==> src/rtl/axi_wr_stream_pkg.sv <==
// Shared definitions for the AXI-3 streaming write master.
// Holds the AXI response and burst-type codes, the status encodings reported
// to the command issuer, and the state type of the command sequencer.
package axi_wr_stream_pkg;

  localparam logic [1:0] BRESP_OKAY   = 2'b00;
  localparam logic [1:0] BRESP_EXOKAY = 2'b01;
  localparam logic [1:0] BRESP_SLVERR = 2'b10;
  localparam logic [1:0] BRESP_DECERR = 2'b11;

  localparam logic [1:0] BURST_INCR = 2'b01;

  // Bursts may never cross a 4 KB page
  localparam int PAGE_BYTES = 4096;

  typedef enum logic [1:0] {
    STATUS_READY = 2'd0,
    STATUS_BUSY  = 2'd1,
    STATUS_OK    = 2'd2,
    STATUS_ERR   = 2'd3
  } status_e;

  typedef enum logic [1:0] {
    ST_IDLE,
    ST_BUSY,
    ST_DONE
  } state_e;

  // SLVERR and DECERR both count as a failed burst
  function automatic logic resp_is_error(input logic [1:0] resp);
    return resp >= BRESP_SLVERR;
  endfunction

endpackage

==> src/rtl/axi_wr_len_fifo.sv <==
// Small synchronous FIFO holding the aw_len of every burst whose address
// has been accepted but whose data beats have not all been sent yet.
// Ports:
//   clock, reset_n : clock and asynchronous active-low reset
//   push, data     : write an entry (ignored when full unless popping)
//   pop            : drop the head entry (ignored when empty)
//   full, empty    : occupancy flags
//   head           : oldest entry
module axi_wr_len_fifo #(
  parameter int DEPTH = 2,
  parameter int WIDTH = 4
) (
  input  logic             clock,
  input  logic             reset_n,
  input  logic             push,
  input  logic [WIDTH-1:0] data,
  input  logic             pop,
  output logic             full,
  output logic             empty,
  output logic [WIDTH-1:0] head
);

  localparam int PW = (DEPTH > 1) ? $clog2(DEPTH) : 1;
  localparam int CW = $clog2(DEPTH + 1);

  logic [WIDTH-1:0] mem [DEPTH];
  logic [PW-1:0]    rd_ptr;
  logic [PW-1:0]    wr_ptr;
  logic [CW-1:0]    count;
  logic             do_push;
  logic             do_pop;

  // Pointers wrap explicitly so non-power-of-two depths work
  function automatic logic [PW-1:0] bump(input logic [PW-1:0] p);
    return (32'(p) == DEPTH - 1) ? '0 : p + PW'(1);
  endfunction

  assign full    = (32'(count) == DEPTH);
  assign empty   = (count == '0);
  assign head    = mem[rd_ptr];
  assign do_pop  = pop && !empty;
  assign do_push = push && (!full || do_pop);

  always_ff @(posedge clock or negedge reset_n) begin
    if (!reset_n) begin
      rd_ptr <= '0;
      wr_ptr <= '0;
      count  <= '0;
      for (int i = 0; i < DEPTH; i++) begin
        mem[i] <= '0;
      end
    end else begin
      if (do_push) begin
        mem[wr_ptr] <= data;
        wr_ptr      <= bump(wr_ptr);
      end
      if (do_pop) begin
        rd_ptr <= bump(rd_ptr);
      end
      case ({do_push, do_pop})
        2'b10:   count <= count + CW'(1);
        2'b01:   count <= count - CW'(1);
        default: count <= count;
      endcase
    end
  end

endmodule

==> src/rtl/axi_wr_stream.sv <==
// AXI-3 write master turning one command (start address, beat count) into a
// series of INCR bursts, split at MAX_BURST_LEN and at 4 KB pages, with data
// taken from a valid/ready stream.
// Ports:
//   clock, reset_n           : clock, asynchronous active-low reset
//   start, id, addr,
//   total_beats, cache, prot,
//   user, lock, status       : command interface and completion status
//   s_data/s_strb/s_valid/
//   s_ready                  : input data stream
//   aw_*, w_*, b_*           : AXI-3 write address, data and response channels
module axi_wr_stream
  import axi_wr_stream_pkg::*;
#(
  parameter int ID_WIDTH        = 8,
  parameter int ADDR_WIDTH      = 32,
  parameter int BUS_WIDTH       = 64,
  parameter int MAX_BURST_LEN   = 16,
  parameter int MAX_OUTSTANDING = 2,
  parameter int LEN_WIDTH       = 16
) (
  input  logic                   clock,
  input  logic                   reset_n,
  input  logic                   start,
  input  logic [ID_WIDTH-1:0]    id,
  input  logic [ADDR_WIDTH-1:0]  addr,
  input  logic [LEN_WIDTH-1:0]   total_beats,
  input  logic [3:0]             cache,
  input  logic [2:0]             prot,
  input  logic [4:0]             user,
  input  logic [1:0]             lock,
  output logic [1:0]             status,
  input  logic [BUS_WIDTH-1:0]   s_data,
  input  logic [BUS_WIDTH/8-1:0] s_strb,
  input  logic                   s_valid,
  output logic                   s_ready,
  output logic [ID_WIDTH-1:0]    aw_id,
  output logic [ADDR_WIDTH-1:0]  aw_addr,
  output logic [3:0]             aw_len,
  output logic [2:0]             aw_size,
  output logic [1:0]             aw_burst,
  output logic [1:0]             aw_lock,
  output logic [3:0]             aw_cache,
  output logic [2:0]             aw_prot,
  output logic [4:0]             aw_user,
  output logic                   aw_valid,
  input  logic                   aw_ready,
  output logic [ID_WIDTH-1:0]    w_id,
  output logic [BUS_WIDTH-1:0]   w_data,
  output logic [BUS_WIDTH/8-1:0] w_strb,
  output logic                   w_last,
  output logic                   w_valid,
  input  logic                   w_ready,
  input  logic [ID_WIDTH-1:0]    b_id,
  input  logic [1:0]             b_resp,
  input  logic                   b_valid,
  output logic                   b_ready
);

  localparam int AW_SIZE = $clog2(BUS_WIDTH / 8);
  localparam int OW      = $clog2(MAX_OUTSTANDING + 1);

  state_e                 state;
  state_e                 state_next;
  logic [LEN_WIDTH-1:0]   remaining;
  logic [LEN_WIDTH-1:0]   next_remaining;
  logic [ADDR_WIDTH-1:0]  next_addr;
  logic [OW-1:0]          outstanding;
  logic [OW-1:0]          outstanding_next;
  logic [3:0]             beat_cnt;
  logic [4:0]             cur_len;
  logic                   err_flag;
  logic                   fifo_full;
  logic                   fifo_empty;
  logic [3:0]             fifo_head;
  logic                   active;
  logic                   launch;
  logic                   done;
  logic                   aw_hs;
  logic                   w_hs;
  logic                   b_hs;
  logic                   unused_signals;

  // Beats in the next burst: limited by what is left, the burst cap and the
  // distance to the next 4 KB page
  function automatic logic [4:0] burst_len(input logic [11:0] offset,
                                           input logic [LEN_WIDTH-1:0] beats);
    logic [12:0] page_beats;
    logic [4:0]  len;
    page_beats = (13'(PAGE_BYTES) - {1'b0, offset}) >> AW_SIZE;
    len = 5'(MAX_BURST_LEN);
    if (32'(beats) < 32'(len)) len = 5'(beats);
    if (32'(page_beats) < 32'(len)) len = 5'(page_beats);
    return len;
  endfunction

  assign aw_size  = 3'(AW_SIZE);
  assign aw_burst = BURST_INCR;
  assign w_id     = aw_id;

  assign launch = (state == ST_IDLE) && start;
  assign aw_hs  = aw_valid && aw_ready;
  assign b_hs   = b_valid && b_ready;
  assign b_ready = (outstanding != '0);

  // Data path is purely combinational so the stream can run at one beat
  // per cycle while a burst is open
  assign active  = !fifo_empty;
  assign w_valid = s_valid && active;
  assign s_ready = w_ready && active;
  assign w_data  = s_data;
  assign w_strb  = s_strb;
  assign w_last  = active && (beat_cnt == fifo_head);
  assign w_hs    = w_valid && w_ready;

  assign cur_len        = {1'b0, aw_len} + 5'd1;
  assign next_addr      = aw_addr + (ADDR_WIDTH'(cur_len) << AW_SIZE);
  assign next_remaining = remaining - LEN_WIDTH'(cur_len);

  assign done = (remaining == '0) && (outstanding == '0) && fifo_empty && !aw_valid;

  assign unused_signals = ^{b_id, fifo_full};

  // Bursts in flight after this cycle; a simultaneous AW and B cancel out
  always_comb begin
    outstanding_next = outstanding;
    if (aw_hs && !b_hs) begin
      outstanding_next = outstanding + OW'(1);
    end else if (!aw_hs && b_hs) begin
      outstanding_next = outstanding - OW'(1);
    end
  end

  // Address channel: the next burst is precomputed on every handshake so
  // back-to-back bursts need no idle cycle, and the payload only changes
  // on a handshake
  always_ff @(posedge clock or negedge reset_n) begin
    if (!reset_n) begin
      aw_valid  <= 1'b0;
      aw_addr   <= '0;
      aw_len    <= '0;
      aw_id     <= '0;
      aw_cache  <= '0;
      aw_prot   <= '0;
      aw_user   <= '0;
      aw_lock   <= '0;
      remaining <= '0;
    end else if (launch) begin
      aw_addr   <= addr;
      remaining <= total_beats;
      aw_len    <= 4'(burst_len(addr[11:0], total_beats) - 5'd1);
      aw_valid  <= (total_beats != '0);
      aw_id     <= id;
      aw_cache  <= cache;
      aw_prot   <= prot;
      aw_user   <= user;
      aw_lock   <= lock;
    end else if (aw_hs) begin
      aw_addr   <= next_addr;
      remaining <= next_remaining;
      aw_len    <= 4'(burst_len(next_addr[11:0], next_remaining) - 5'd1);
      aw_valid  <= (next_remaining != '0) && (32'(outstanding_next) < MAX_OUTSTANDING);
    end else if (!aw_valid && (state == ST_BUSY)) begin
      aw_valid  <= (remaining != '0) && (32'(outstanding_next) < MAX_OUTSTANDING);
    end
  end

  // Beat counter within the head burst, outstanding count and sticky error
  always_ff @(posedge clock or negedge reset_n) begin
    if (!reset_n) begin
      beat_cnt    <= '0;
      outstanding <= '0;
      err_flag    <= 1'b0;
    end else begin
      outstanding <= outstanding_next;
      if (w_hs) begin
        beat_cnt <= w_last ? 4'd0 : beat_cnt + 4'd1;
      end
      if (state == ST_DONE) begin
        err_flag <= 1'b0;
      end else if (b_hs && resp_is_error(b_resp)) begin
        err_flag <= 1'b1;
      end
    end
  end

  axi_wr_len_fifo #(
    .DEPTH (MAX_OUTSTANDING),
    .WIDTH (4)
  ) u_len_fifo (
    .clock   (clock),
    .reset_n (reset_n),
    .push    (aw_hs),
    .data    (aw_len),
    .pop     (w_hs && w_last),
    .full    (fifo_full),
    .empty   (fifo_empty),
    .head    (fifo_head)
  );

  // Command sequencer state register
  always_ff @(posedge clock or negedge reset_n) begin
    if (!reset_n) begin
      state <= ST_IDLE;
    end else begin
      state <= state_next;
    end
  end

  // Next state and status; the done states last exactly one cycle
  always_comb begin
    state_next = state;
    status     = STATUS_READY;
    case (state)
      ST_IDLE: begin
        if (start) state_next = ST_BUSY;
      end
      ST_BUSY: begin
        status = STATUS_BUSY;
        if (done) state_next = ST_DONE;
      end
      ST_DONE: begin
        status     = err_flag ? STATUS_ERR : STATUS_OK;
        state_next = ST_IDLE;
      end
      default: state_next = ST_IDLE;
    endcase
  end

endmodule

==> config.mk <==
export PLATFORM = sky130hd
export DESIGN_NAME = axi_wr_stream
export DESIGN_NICKNAME = d
export VERILOG_FILES = /design/src/rtl/axi_wr_stream_pkg.sv /design/src/rtl/axi_wr_len_fifo.sv /design/src/rtl/axi_wr_stream.sv
export SDC_FILE = /design/constraint.sdc
export NUM_CORES = 1
export LEC_CHECK = 0
export CORE_UTILIZATION = 46
export CTS_BUF_LIST = sky130_fd_sc_hd__clkbuf_4 sky130_fd_sc_hd__clkbuf_8
export DETAILED_ROUTE_END_ITERATION = 6
export PLACE_DENSITY = 0.95
export SYNTH_ARGS = -nofsm -noshare
export SYNTH_HDL_FRONTEND = slang
export SYNTH_SLANG_ARGS = --single-unit
==> constraint.sdc <==
create_clock -name clock -period 6.4 [get_ports clock]
set_clock_uncertainty 0.1 [all_clocks]
set_input_delay 0.96 -clock clock [delete_from_list [all_inputs] [get_ports clock]]
set_output_delay 0.96 -clock clock [all_outputs]
set_load 0.005 [all_outputs]
Yosys cells after proc, flatten, opt, wreduce, memory -nomap -nowiden --
Index checks and enable logic that the tools add are counted.
Word-level totals: output and inout bits 150, logic and storage cells 128, input bits 159, bits in registers 96
Operators by class: magnitude comparators 9, muxes and demuxes 38, reduce and logical (&&, ||, !) cells 39, bitwise operators 2, add/sub/neg operators 14, equal/unequal tests 8
Operator list (count):
- two-way mux 32 bit | 2
- two-way mux 4 bit | 12
- nonzero test 16 bit | 3
- adder 32 x 8 -> 32 bit | 1
- less-than comparator 16 x 5 -> 1 bit (second input constant) | 2
- two-way mux 16 bit | 2
- subtractor 13 x 12 -> 13 bit (first input constant) | 2
- two-way mux 5 bit | 5
- logical AND 1 bit | 20
- less-than comparator 10 x 5 -> 1 bit | 2
- zero test 16 bit | 1
- subtractor 16 x 5 -> 16 bit | 1
- case mux 2 bit (2 select lines) | 3
- bitwise mux 8 bit | 1
- two-way mux 1 bit | 8
- two-way mux 2 bit | 4
- nonzero test 2 bit | 4
- subtractor 4 x 1 -> 4 bit (second input constant) | 2
- equality test 2 bit (second input constant) | 3
- >= comparator 2 bit (second input constant) | 3
- zero test 2 bit | 3
- adder 4 x 1 -> 5 bit (second input constant) | 1
- zero test 1 bit | 5
- adder 2 x 1 -> 2 bit (second input constant) | 2
- 13 further kinds | 18

Longest topological paths before layout --
depth after elaboration 13, mapped depth 20, depth with buffers taken out 19

Cells and area by module --
Synthesis repeated with hierarchy kept, for this count alone.
Second synthesis, totals: cell total of the unflattened synthesis 771, area total of the unflattened synthesis 6583.8 um^2
Modules (own cells, without submodules):
- axi_wr_stream | cells each 732, seq. area each 2102.0 um^2, times used 1, area each 6032.0 um^2
- axi_wr_len_fifo | cells each 39, seq. area each 300.3 um^2, times used 1, area each 551.8 um^2

Worst setup path after synthesis --
Ideal clock, no wire load.
kind register to register, from register aw_len[1], to register aw_len[2], period minus slack after synthesis 4.345 ns, setup slack 2.055 ns, data required time 6.217 ns, arrival 4.163 ns, library setup time 0.083 ns, stages on the path, launching flop included 19, buffers on the path 0, cell sequence dfrtp_1 ha_1 inv_1 ha_1 nor2b_1 o21ai_0 a211o_2 a21o_1 a2111oi_4 nand2b_1 ha_1 nor4_1 o211ai_2 a211oi_4 a21oi_2 a22o_1 ha_1 xor2_1 o21ai_0
On the way: cells in the longest elaborated chain, start to end 13, elaborated cells on any way between the ends 15
RTL lines:
- start: declaration | line axi_wr_stream.sv:39 | output logic [3:0] aw_len,
- start signal: assignment | line axi_wr_stream.sv:151 | aw_len <= 4'(burst_len(addr[11:0], total_beats) - 5'd1);
- start signal: assignment | line axi_wr_stream.sv:161 | aw_len <= 4'(burst_len(next_addr[11:0], next_remaining) - 5'd1);
- adder 4 x 1 -> 5 bit * | line axi_wr_stream.sv:116 | assign cur_len = {1'b0, aw_len} + 5'd1;
- subtractor 16 x 5 -> 16 bit | line axi_wr_stream.sv:118 | assign next_remaining = remaining - LEN_WIDTH'(cur_len);
- less-than comparator 16 x 5 -> 1 bit | line axi_wr_stream.sv:92 | if (32'(beats) < 32'(len)) len = 5'(beats);
- two-way mux 5 bit | line axi_wr_stream.sv:92
- two-way mux 5 bit | line axi_wr_stream.sv:158 | end else if (aw_hs) begin
- two-way mux 5 bit | line axi_wr_stream.sv:148 | end else if (launch) begin
- less-than comparator 10 x 5 -> 1 bit | line axi_wr_stream.sv:93 | if (32'(page_beats) < 32'(len)) len = 5'(page_beats);
- two-way mux 4 bit * | line axi_wr_stream.sv:93
- two-way mux 4 bit * | line axi_wr_stream.sv:158
- two-way mux 4 bit * | line axi_wr_stream.sv:148
- subtractor 4 x 1 -> 4 bit * | line axi_wr_stream.sv:161
- two-way mux 4 bit * | line axi_wr_stream.sv:158
- two-way mux 4 bit * | line axi_wr_stream.sv:148
Mark *: on every way between the ends. The rest lies on a longest branch, timed or not. The select of a mux whose other input is x is not followed. A chain may end at the register's enable or synchronous reset.

Worst setup path in the final report --
from register aw_len[2], to register aw_len[2]
Same word-level chain as after synthesis.

==> results.md <==
- Start point of the worst min-delay path: aw_lock[0]
- Type of the tightest min-delay check: flop to flop
- RSZ-0062 raised after global routing: no
- Post-synthesis average cell area: 8.490 um^2
- Most instantiated cells after synthesis: 169 x sky130_fd_sc_hd__nand2_1, 96 x sky130_fd_sc_hd__dfrtp_1, 86 x sky130_fd_sc_hd__buf_4
- Routed vias: 5539
- Peak supply drop: 0.2733 mV
- Delay of the slowest cell on the worst path: 0.53 ns
- Clock tree root driver cell: sky130_fd_sc_hd__clkbuf_8
- Most used standard cell by instance count after synthesis: sky130_fd_sc_hd__nand2_1
- Ordered list of cells on the worst path: nand3_1 > xnor2_1 > inv_1 > ha_1 > and3b_2 > o21ai_0 > nand2_1 > xnor2_1 > a2111oi_4 > nand2_1 > ha_1 > nor4_1 > o211ai_2 > a211oi_4 > a21oi_2 > a22o_1 > ha_1 > xor2_1 > o21ai_0
- Total of cells resized after clock tree synthesis: 0
- DR vias/cell: 5.404
- Total area of multi-input combinational cells: 3395 um^2
- Post-detailed-placement half-perimeter wirelength: 12360 um
- Vias in the first global route: 5434
- Pleak: 3.276 nW
- Flip-flop and latch count after synthesis: 96
- Startpoint of the worst-slack reg-to-reg timing path: aw_len[2]
- Number of iterations in the first detailed-routing pass: 5
- R2R setup slack: 1.32 ns
- CTS max path bufs: 2
- Relative area change from synthesis to final layout: 17.86%
- CP max stage cell: sky130_fd_sc_hd__dfrtp_1
- Largest family of logic cells by synthesized area: simple AND/OR/NAND/NOR gates
- Global-route wire length before repair: 26010 um
- TritonCTS clock tree: done
- Min cycle time layout: 5.079 ns
- Buffer and inverter count on the worst path: 1
- Sinks on the clock net: 96
- Overall die height: 122.2 um
- Port Buf Inserts: 150
- Largest net degree at the start of global routing: 116
- Synth cell types: 66
- Width of the die: 122.2 um
- Die ar.: 14940 um^2
- Crit-path most repeated cell: sky130_fd_sc_hd__ha_1
- Initial core utilization: 47.52%
- Hold buffers post-CTS: 0
- Clock slew seen by the registers of the worst setup and hold paths: 0.11 ns
- Data arrival, critical path: 5.28 ns
- Nets: 1029
- Status: finished, final reports clean
- Final worst path period share: 79.36%
- Final design area excluding fillers: 7835 um^2
- Number of primary I/O pins: 309
- Placer congestion estimate: 0.9234
- Slew Limit Headroom: 31.23%
- Crit path depth: 19
- Most area-consuming cells after synthesis: sky130_fd_sc_hd__dfrtp_1 36%, sky130_fd_sc_hd__buf_4 9.7%, sky130_fd_sc_hd__nand2_1 9.5%
- Routed wire per std cell: 15.93 um
- Share of Yosys cell area claimed by the top area cell type: 36.14%
- Worst hold path depth: 2
- DRC Markers: 0
- Maximum frequency from static timing analysis: 196.9 MHz
- Clock buffer count from CTS: 9
- Detail Route Antenna Nets: 0
- Adder-cell share of the synthesized area: 6.023%
- Leading area contributor after synthesis: sky130_fd_sc_hd__dfrtp_1
- Endpoint class of the critical path: flop
- Post-route setup TNS: 0 ns
- Critical Path Start: aw_len[2]
- Hold path endpoint: aw_lock[0]
- Worst Reg2Reg Path Length in Cells: 19
- Clock H-tree levels: 3
- Xor and xnor fraction of the mapped netlist area: 8.564%
- Compound-Gate Fraction of Synth Area: 11.82%
- Slew Viols, Final: 0
- Critical register-to-register path endpoint: aw_len[2]
- Yosys Warn Count: 0
- Critical path type: flop to flop
- Commonest register cell after synthesis: sky130_fd_sc_hd__dfrtp_1
- Leftover overflow at the end of global routing: 0
- Asr flop ratio synth: 100.0%
- Register area: 2402 um^2
- Setup repair bufs after CTS: 0
- Max-cap check violation count: 0
- Initial antenna violation count: 0
- FP Rows: 43
- Power density over the cells: 506.6 nW/um^2
- Setup Viol. Count Final: 0
- Global router's overall resource usage: 22.38%
- Fin util: 56.01%
- Worst skew pair latency: 0.38 ns
- Core ar.: 13990 um^2
- Simple-gate share of the synthesized area: 20.80%
- Startpoint type of the worst setup path: flop
- Register area share after synthesis: 36.14%
- Final WL: 16330 um
- Final-layout fill cell count: 1229
- Gate count of the mapped netlist: 783
- Mux cell area share after synthesis: 3.557%
- Crit path max fanout: 8
- Antenna fix cells: 0
- Layout cells sized above 1: 6.391%
- Number of hold-slack violations in the final timing report: 0
- Worst endpoint required time: 6.60 ns
- Combined area of all synthesized cells: 6648 um^2
- Family with the most delay on the worst path: compound AO/OA/AOI/OAI gates
- Number of enable flip-flop cells after synthesis: 0
- Slew @ Worst Pin: 1.032 ns
- Placed instance area: 7649 um^2
- Initial DRC Count: 274
[logic make-up (layout without fill, tap and decap cells)]
kind of cell | Yosys count | in the layout
other | 2 | 5
XOR/XNOR | 65 | 65
flip-flops | 96 | 96
AND/OR/NAND/NOR | 307 | 307
AO/OA/AOI/OAI | 123 | 123
buffers and inverters | 137 | 196
multiplexers | 22 | 22
adder cells (fa/ha/maj) | 31 | 31
[layout make-up]
cell class              count  share of cell area [%]
clock inverters             7                  0.7985
flip-flops and latches     96                   30.66
clock buffers               9                   1.581
well taps                 180                   2.874
inverters                  26                   1.246
multi-input cells         553                   43.32
repair buffers            154                   19.51
[how the worst max path moves through the flow]
stage	endpoint
after global routing	aw_len[2]
after CTS	aw_len[2]
after floorplan	aw_len[2]
after global placement	aw_len[3]
final	aw_len[2]
after detailed placement	aw_len[3]
[registers in the layout, indices dropped and copies added, names as in the netlist]
register and cells:
aw_addr 32, remaining 16, aw_id 8, u_len_fifo.mem 8, aw_user 5, aw_cache 4
aw_len 4, beat_cnt 4, aw_prot 3, aw_lock 2, outstanding 2, state 2
u_len_fifo.count 2, aw_valid 1, err_flag 1, u_len_fifo.rd_ptr 1, u_len_fifo.wr_ptr 1
[metal layers]
layer / vias to the layer above / track usage [%] / routed length [um]
met5: - / 0 / 0
met4: 0 / 9.223 / 476
met3: 38 / 7.388 / 1211
met2: 214 / 38.97 / 8212
met1: 2627 / 24.96 / 6433
li1: 2660 / - / -
[through the flow]
| step | cells | setup WS (ns) | power (mW) | hold slack, ns |
|---|---|---|---|---|
| final | 1025 | 1.321 | 3.970 | 0.3841 |
| after global routing | 1025 | 0.9181 | 4.308 | 0.4238 |
| after CTS | 1025 | 1.390 | 3.979 | 0.3887 |
| after detailed placement | 1009 | 1.238 | 3.558 | 0.3614 |
| after global placement | 1009 | 1.441 | 3.467 | 0.3586 |
| after floorplan | 786 | 2.055 | 2.762 | 0.3496 |
[cell usage in the layout, fill, tap and decap left out, types with 3 or more instances in the layout]
| cell type | n |
|---|---|
| sky130_fd_sc_hd__nand2_1 | 169 |
| sky130_fd_sc_hd__clkdlybuf4s50_1 | 149 |
| sky130_fd_sc_hd__dfrtp_1 | 96 |
| sky130_fd_sc_hd__o21ai_0 | 62 |
| sky130_fd_sc_hd__nor2_1 | 47 |
| sky130_fd_sc_hd__xnor2_1 | 34 |
| sky130_fd_sc_hd__xor2_1 | 31 |
| sky130_fd_sc_hd__ha_1 | 28 |
| sky130_fd_sc_hd__inv_1 | 25 |
| sky130_fd_sc_hd__a21oi_1 | 20 |
| sky130_fd_sc_hd__nand3_1 | 16 |
| sky130_fd_sc_hd__nor4_1 | 14 |
| sky130_fd_sc_hd__nor3_1 | 14 |
| sky130_fd_sc_hd__mux2_2 | 13 |
| sky130_fd_sc_hd__and3_1 | 11 |
| sky130_fd_sc_hd__mux2i_1 | 9 |
| sky130_fd_sc_hd__clkbuf_8 | 9 |
| sky130_fd_sc_hd__nor2b_1 | 8 |
| sky130_fd_sc_hd__o211ai_1 | 5 |
| sky130_fd_sc_hd__a31oi_1 | 5 |
| sky130_fd_sc_hd__conb_1 | 5 |
| sky130_fd_sc_hd__buf_4 | 5 |
| sky130_fd_sc_hd__or3_1 | 4 |
| sky130_fd_sc_hd__and2_1 | 3 |
| sky130_fd_sc_hd__a211oi_1 | 3 |
| sky130_fd_sc_hd__nand3b_1 | 3 |
[worst register-to-register path: cells and delay by family, from the launching register on]
kind | cells | cell delay [ns]
fa+ha+maj | 3 | 0.80
compound gates | 7 | 1.85
buf+inv | 1 | 0.08
flops | 1 | 0.53
xor+xnor | 3 | 0.64
simple gates | 5 | 1.02
[where the power goes]
group	internal [mW]	switching [mW]	total, mW
combinational	1.16	1.20	2.36
sequential	0.901	0.312	1.21
clock	0.150	0.242	0.392
total	2.21	1.76	3.97
No activity file was read; power rests on OpenSTA's default activity.
